==> src/rtl/fetch_pkg.sv <==
// Shared types and constants for the instruction fetch unit.
package fetch_pkg;

  typedef enum logic [2:0] {
    IDLE  = 3'd0,
    REQ   = 3'd1,
    WAIT  = 3'd2,
    HOLD  = 3'd3,
    FAULT = 3'd4
  } fetch_state_e;

  // addi x0,x0,0 -- harmless word shown to the decoder before the first fetch
  localparam logic [31:0] NOP_INSTR = 32'h0000_0013;
  localparam logic [31:0] PC_STEP   = 32'd4;

  // Instruction addresses must sit on a 4-byte boundary.
  function automatic logic is_word_aligned(input logic [31:0] addr);
    return (addr[1:0] == 2'b00);
  endfunction

endpackage

==> src/rtl/fetch_timer.sv <==
// Wait-cycle counter for outstanding instruction memory requests.
// expired flags the cycle in which the count reaches TIMEOUT_CYCLES, so the
// FSM leaves WAIT at the same edge the limit is hit (exactly TIMEOUT_CYCLES
// WAIT cycles without a response).
module fetch_timer #(
  parameter int unsigned TIMEOUT_CYCLES = 16
) (
  input  logic clk,
  input  logic rst,
  input  logic clear,
  input  logic enable,
  output logic expired
);

  localparam logic [7:0] LIMIT = 8'(TIMEOUT_CYCLES);

  logic [7:0] count_q;
  logic [7:0] count_d;

  // Next count: clear has priority over counting.
  always_comb begin
    count_d = count_q;
    if (clear) begin
      count_d = 8'd0;
    end else if (enable) begin
      count_d = count_q + 8'd1;
    end
  end

  // Count register.
  always_ff @(posedge clk) begin
    if (rst) begin
      count_q <= 8'd0;
    end else begin
      count_q <= count_d;
    end
  end

  // Limit reached by this cycle's increment.
  always_comb begin
    expired = enable && !clear && (count_d == LIMIT);
  end

endmodule

==> src/rtl/instr_fetch.sv <==
// Multi-cycle instruction fetch unit: PC, memory handshake, instruction register.
// Every output is a register or a decode of the state register.
module instr_fetch
  import fetch_pkg::*;
#(
  parameter logic [31:0] RESET_PC       = 32'h0000_0000,
  parameter int unsigned TIMEOUT_CYCLES = 16
) (
  input  logic        clk,
  input  logic        rst,
  output logic        imem_req,
  output logic [31:0] imem_addr,
  input  logic        imem_rvalid,
  input  logic [31:0] imem_rdata,
  input  logic        exec_done,
  input  logic        branch_taken,
  input  logic [31:0] branch_target,
  output logic [31:0] instr,
  output logic        instr_valid,
  output logic [31:0] pc,
  output logic        fetch_fault
);

  fetch_state_e state_q, state_d;
  logic [31:0]  pc_q, pc_d;
  logic [31:0]  instr_q, instr_d;
  logic         timer_clear;
  logic         timer_enable;
  logic         timer_expired;

  // Counter restarts in REQ so it reads zero on the first WAIT cycle.
  assign timer_clear  = (state_q == REQ);
  assign timer_enable = (state_q == WAIT) && !imem_rvalid;

  fetch_timer #(
    .TIMEOUT_CYCLES(TIMEOUT_CYCLES)
  ) u_timer (
    .clk    (clk),
    .rst    (rst),
    .clear  (timer_clear),
    .enable (timer_enable),
    .expired(timer_expired)
  );

  // State register.
  always_ff @(posedge clk) begin
    if (rst) begin
      state_q <= IDLE;
    end else begin
      state_q <= state_d;
    end
  end

  // Next-state logic; inputs only matter in the state that consumes them.
  always_comb begin
    state_d = state_q;
    case (state_q)
      IDLE:  state_d = REQ;
      REQ:   state_d = WAIT;
      WAIT: begin
        if (imem_rvalid) begin
          state_d = HOLD;
        end else if (timer_expired) begin
          state_d = FAULT;
        end
      end
      HOLD: begin
        if (exec_done) begin
          if (branch_taken && !is_word_aligned(branch_target)) begin
            state_d = FAULT;
          end else begin
            state_d = REQ;
          end
        end
      end
      FAULT:   state_d = FAULT;
      default: state_d = IDLE;
    endcase
  end

  // Next PC and instruction capture; a misaligned target leaves pc untouched.
  always_comb begin
    pc_d    = pc_q;
    instr_d = instr_q;
    if ((state_q == WAIT) && imem_rvalid) begin
      instr_d = imem_rdata;
    end
    if ((state_q == HOLD) && exec_done) begin
      if (!branch_taken) begin
        pc_d = pc_q + PC_STEP;
      end else if (is_word_aligned(branch_target)) begin
        pc_d = branch_target;
      end
    end
  end

  // PC and instruction registers.
  always_ff @(posedge clk) begin
    if (rst) begin
      pc_q    <= RESET_PC;
      instr_q <= NOP_INSTR;
    end else begin
      pc_q    <= pc_d;
      instr_q <= instr_d;
    end
  end

  // Outputs decoded from registered state only.
  always_comb begin
    imem_req    = (state_q == REQ);
    imem_addr   = pc_q;
    pc          = pc_q;
    instr       = instr_q;
    instr_valid = (state_q == HOLD);
    fetch_fault = (state_q == FAULT);
  end

endmodule

==> config.mk <==
export PLATFORM = sky130hd
export DESIGN_NAME = instr_fetch
export DESIGN_NICKNAME = d
export VERILOG_FILES = /design/src/rtl/fetch_pkg.sv /design/src/rtl/fetch_timer.sv /design/src/rtl/instr_fetch.sv
export SDC_FILE = /design/constraint.sdc
export NUM_CORES = 1
export LEC_CHECK = 0
export CAP_MARGIN = 40
export CORE_UTILIZATION = 51
export CTS_BUF_LIST = sky130_fd_sc_hd__clkbuf_4 sky130_fd_sc_hd__clkbuf_8
export DETAILED_ROUTE_END_ITERATION = 16
export DONT_BUFFER_PORTS = 1
export GPL_ROUTABILITY_DRIVEN = 0
export GPL_TIMING_DRIVEN = 0
export PLACE_DENSITY = 0.75
export SLEW_MARGIN = 20
export SYNTH_ARGS = -nofsm -noshare
export SYNTH_HDL_FRONTEND = slang
export SYNTH_SLANG_ARGS = --single-unit
==> constraint.sdc <==
create_clock -name clk -period 2.1 [get_ports clk]
set_input_delay 0.315 -clock clk [delete_from_list [all_inputs] [get_ports clk]]
set_output_delay 0.315 -clock clk [all_outputs]
set_load 0.03 [all_outputs]
After elaboration in Yosys (flattened, before gate mapping)
Index checks and enable logic that the tools add are counted.

Register bits: 75. Latch bits: 0. RAM bits: 0. ROM bits: 0. Input bits: 69. Output and inout bits: 99. Word-level logic and storage cells: 36. Memories kept: 0.

Add/sub/neg operators: 2. $mul: 0. Divide/modulo/power cells: 0. $lt $le $gt $ge: 0. Equal/unequal tests: 8. Shift operators: 0. Muxes and demuxes: 9. Bitwise logic cells: 0. Reduce and logical (&&, ||, !) cells: 13.

Operators with widths (count): 32-bit 2-to-1 mux (2); 32-bit by 3-bit adder with 32-bit output (second input constant) (1); 8-bit 2-to-1 mux (2); 3-bit one-hot mux with 5 select lines (1); 3-bit 2-to-1 mux (4); 8-bit by 1-bit adder with 8-bit output (second input constant) (1); 8-bit by 5-bit == test with 1-bit output (second input constant) (1); 3-bit by 2-bit == test with 1-bit output (second input constant) (2); 1-bit logical AND (6); 2-bit AND reduction (2); 3-bit by 1-bit == test with 1-bit output (second input constant) (1); 3-bit == test (second input constant) (1); 1-bit zero test (3); 3-bit zero test (1); 3-bit inequality test (second input constant) (1); 2-bit zero test (1); 2-bit by 1-bit inequality test with 1-bit output (second input constant) (1); 2-bit inequality test (second input constant) (1).

Longest topological paths before layout
Depth in word-level cells: 9. Depth in mapped cells: 8. Mapped depth without buffers: 7.

Hierarchy
From an unflattened synthesis, not the netlist that was laid out.

Cell total of the unflattened synthesis: 519. Area total of the unflattened synthesis: 4090.2 um^2.

By module, submodules not included: instr_fetch (times used 1, cells each 467, area an instance 3649.8 um^2, sequential area each 1341.3 um^2); fetch_timer (times used 1, cells each 52, area an instance 440.4 um^2, sequential area each 160.2 um^2).

Worst setup path after synthesis
Ideal clock, no wire load.

Kind: register to register. From: register pc_q[2], in the netlist imem_addr[2]. To: register pc_q[28], in the netlist imem_addr[28]. Setup time: 0.095 ns. Arrival: 2.229 ns. Required time: 2.005 ns. Slack: -0.224 ns. Cell stages (with the launch flop): 8. Path through: dfxtp_1 -> ha_1 -> nand3_1 -> or3_1 -> nor3_2 -> nand3_1 -> mux2i_1 -> a221oi_1.

Cells in the longest elaborated chain, start to end: 2.

RTL lines: from (decl) (RTL line instr_fetch.sv:25) `logic [31:0] pc_q, pc_d;`; from (signal assigned) (RTL line instr_fetch.sv:103) `pc_q <= pc_d;`; 32-bit by 3-bit adder with 32-bit output (RTL line instr_fetch.sv:90) `pc_d = pc_q + PC_STEP;`; 32-bit 2-to-1 mux (RTL line instr_fetch.sv:89) `if (!branch_taken) begin`.

Every way passes these cells. A chain may end at the register's enable or synchronous reset.

Worst setup path after layout
From: register state_q[0]. To: register state_q[1].

Cells in the longest elaborated chain, start to end: 8. Elaborated cells on any way between the ends: 16. Classes of those cells: eq/ne (7); mux (3); reduce/logical (6).

RTL lines: from (decl) (RTL line instr_fetch.sv:24) `fetch_state_e state_q, state_d;`; from (signal assigned) (RTL line instr_fetch.sv:50) `state_q <= state_d;`; 3-bit by 2-bit == test with 1-bit output (RTL line instr_fetch.sv:33, instr_fetch.sv:57); 1-bit logical AND (RTL line instr_fetch.sv:33) `assign timer_enable = (state_q == WAIT) && !imem_rvalid;`; 8-bit 2-to-1 mux (RTL line fetch_timer.sv:25) `end else if (enable) begin`; 8-bit 2-to-1 mux (RTL line fetch_timer.sv:23) `if (clear) begin`; 8-bit by 5-bit == test with 1-bit output (RTL line fetch_timer.sv:41) `expired = enable && !clear && (count_d == LIMIT);`; 1-bit logical AND (RTL line fetch_timer.sv:41); 3-bit inequality test (no source line); 2-bit AND reduction (no source line).

Parallel ways exist; a longest one is shown, timed or not.

==> results_dict.tcl <==
set metrics [dict create \
    track_usage_pct 26.8 \
    critPathMaxStageDelay_ns 0.57 \
    crit_path_top_delay_cell "or4b_4" \
    ctsHoldBuffers 0 \
    dr.pass1.iters 5 \
    period_share_pct 95.9 \
    io_pins 168 \
    fin_util_pct 60.9 \
    ys_types 59 \
    grt_max_degree 15 \
    cp_top_family "simple AND/OR/NAND/NOR gates" \
    clkSinkCount 75 \
    cp_max_fo 5 \
    grt_setup_unrepaired "yes" \
    synth_ff_type "dfxtp_1" \
    core-area_um2 7330 \
    finalClockSkew_ns 0.00874 \
    dieArea_um2 8040 \
    vias_per_cell 6.07 \
    synth_top_cell_by_area "dfxtp_1" \
    antenna_found_initial 0 \
    start_util_pct 53.4 \
    fin_tns_setup_ns 0 \
    wl_per_cell_um 17.8 \
    fin_cells 629 \
    first_iter_violations 170 \
    yosysSeqAreaShare_pct 38.3 \
    fin_crit_ns 2.01 \
    io_buffer_count 0 \
    hold_ws_ns 0.0888 \
    top_layer_used "met4" \
    yosysTopAreaCellShare_pct 38.3 \
    synth_nets 573 \
    hold_depth 2 \
    clk_path_buf_depth 2 \
    worst_hold_startpoint "imem_rdata[18]" \
    crit_required_ns 2.34 \
    worstPathArrival_ns 2.25 \
    cts_tree "yes" \
    clk_latency_ns 0.35 \
    final_nets 596 \
    tightestPinTransition_ns 0.592 \
    outcome "complete, no violations" \
    drc 0 \
    power_mw 3.14 \
    grt_overflow 0 \
    hold_path_end "instr[18]$_SDFFE_PP0P_" \
    ys_warn_count 0 \
    ff2ff_path_depth 6 \
    powerDensity_nw_per_um2 703 \
    die_x_um 89.6 \
    finalHoldViolCount 0 \
    wl_met1_um 4530 \
    relSlewSlack_pct 60.5 \
    fin_ws_ns 0.0871 \
    n_fill_cell 669 \
    critPathCaptureType "register" \
    synth_edf_count 0 \
    crit_path_start_kind "register" \
    routed-wl-met2_um 5450 \
    vias 3815 \
    placed_cell_area_um2 4060 \
    areaGrowthSynthToFinish_pct 14.0 \
    cts_buffers 9 \
    wl_um 11200 \
    wl_met3_um 1020 \
    place_inst 601 \
    clock.fmax_ghz 0.497 \
    maxSlewViolCount 0 \
    ys_ff_latch 75 \
    synthesis.area_um2 3920 \
    clk_pin_slew_ns 0.09 \
    grt_pass1_wl_um 16400 \
    regToRegSetupSlack_ns 0.09 \
    setup_viol 0 \
    num_rows 31 \
    cts.htree.levels 3 \
    ir_drop_v 0.000340 \
    layout-drive-gt1-share_pct 21.1 \
    critPathKind "reg -> reg" \
    async_flop_share_pct 0 \
    diodes 0 \
    critPathBufInv 0 \
    ant_nets 0 \
    syn_area_per_cell_um2 7.80 \
    post-place-ws_ns -0.367 \
    worstReg2RegEnd "state_q[1]$_SDFFE_PP0P_" \
    synth_common_cells "nand2_1, dfxtp_1, a21oi_1" \
    final_area_um2 4470 \
    holdCritPathClass "in -> reg" \
    maxCapViolations 0 \
    synthTopCellsByArea "dfxtp_1, nand2_1, a21oi_1" \
    leakagePower_nw 1.62 \
    die_h_um 89.6 \
    path_common_cell "nand4_1" \
    yosysMostFrequentCell "nand2_1" \
    hpwl_um 8020 \
    first_global_vias 3282 \
    synth_cells 502 \
    r2r-start "state_q[0]$_SDFFE_PP0P_" \
    clockRootBuffer "clkbuf_8" \
    crit_chain "or4b_4 > nor3_4 > nand4_1 > nand3_1 > nand4_1 > o41a_1" \
]
## flip-flops by register name (all words and copies together) (netlist names)
signal and cells:
instr 32, state_q 3, imem_addr 32, u_timer.count_q 8
## worst max-delay path by stage
stage / end / startpoint / slack (ns) / cells past startpoint
2_1_floorplan: imem_addr[28]$_SDFFE_PP0P_ / imem_addr[2]$_SDFFE_PP0P_ / -0.03 / 7
3_3_place_gp: imem_addr[21]$_SDFFE_PP0P_ / imem_addr[9]$_SDFFE_PP0P_ / -0.34 / 7
6_report: state_q[1]$_SDFFE_PP0P_ / state_q[0]$_SDFFE_PP0P_ / 0.09 / 6
5_1_grt: state_q[1]$_SDFFE_PP0P_ / state_q[0]$_SDFFE_PP0P_ / -0.008 / 6
4_1_cts: imem_addr[28]$_SDFFE_PP0P_ / imem_addr[9]$_SDFFE_PP0P_ / 0.007 / 7
3_5_place_dp: imem_addr[28]$_SDFFE_PP0P_ / imem_addr[2]$_SDFFE_PP0P_ / -0.37 / 7
## power breakdown
group / internal, mW / total, mW / switching (mW)
Clock: 0.592 / 1.18 / 0.591
Sequential: 1.47 / 1.59 / 0.126
Combinational: 0.129 / 0.363 / 0.235
Total: 2.19 / 3.14 / 0.951
## layer usage
metal | up-vias | track usage [%]
met1 | 1822 | 33.2
met3 | 15 | 8.23
li1 | 1809 | -
met2 | 169 | 44.0
met5 | - | 0
met4 | 0 | 9.38
## cell type report
class | count | area, µm² | share of cell area, %
Clock inverter | 6 | 71.3 | 1.60
Tap cell | 99 | 124 | 2.77
Inverter | 2 | 7.51 | 0.168
Multi-Input combinational cell | 361 | 2110 | 47.2
Buffer | 63 | 388 | 8.69
Sequential cell | 75 | 1540 | 34.4
Timing Repair Buffer | 13 | 93.8 | 2.10
Clock buffer | 10 | 138 | 3.08
## cell usage in the layout (no fill, tap or decap), drive strengths merged, types with 4 or more instances in the layout
cell / synthesis / final
nand2: 89 / 89
dfxtp: 75 / 75
buf: 38 / 50
a21oi: 48 / 48
nor2: 44 / 44
clkbuf: 26 / 36
nand3: 20 / 20
o21ai: 17 / 17
and3: 15 / 15
a22oi: 12 / 12
nor3: 12 / 12
nand4: 10 / 10
mux2i: 9 / 9
a211oi: 8 / 8
o22ai: 8 / 8
nor4: 6 / 6
a31oi: 5 / 5
a21o: 4 / 4
o31ai: 4 / 4
## logic make-up after synthesis
kind of cell,after synthesis,share of synthesized area [%]
flops,75,38.3
buf+inv,66,9.93
compound gates,123,19.7
xor+xnor,6,1.34
mux,10,2.59
simple gates,220,27.5
fa+ha+maj,2,0.639
## timing repair
item,4_1_cts,5_1_grt
gates resized for setup,26,17
buffers inserted,12,1
pin swaps,5,5
gates cloned,0,0
endpoints found under the setup margin,31,24
No activity file was read; power rests on OpenSTA's default activity.
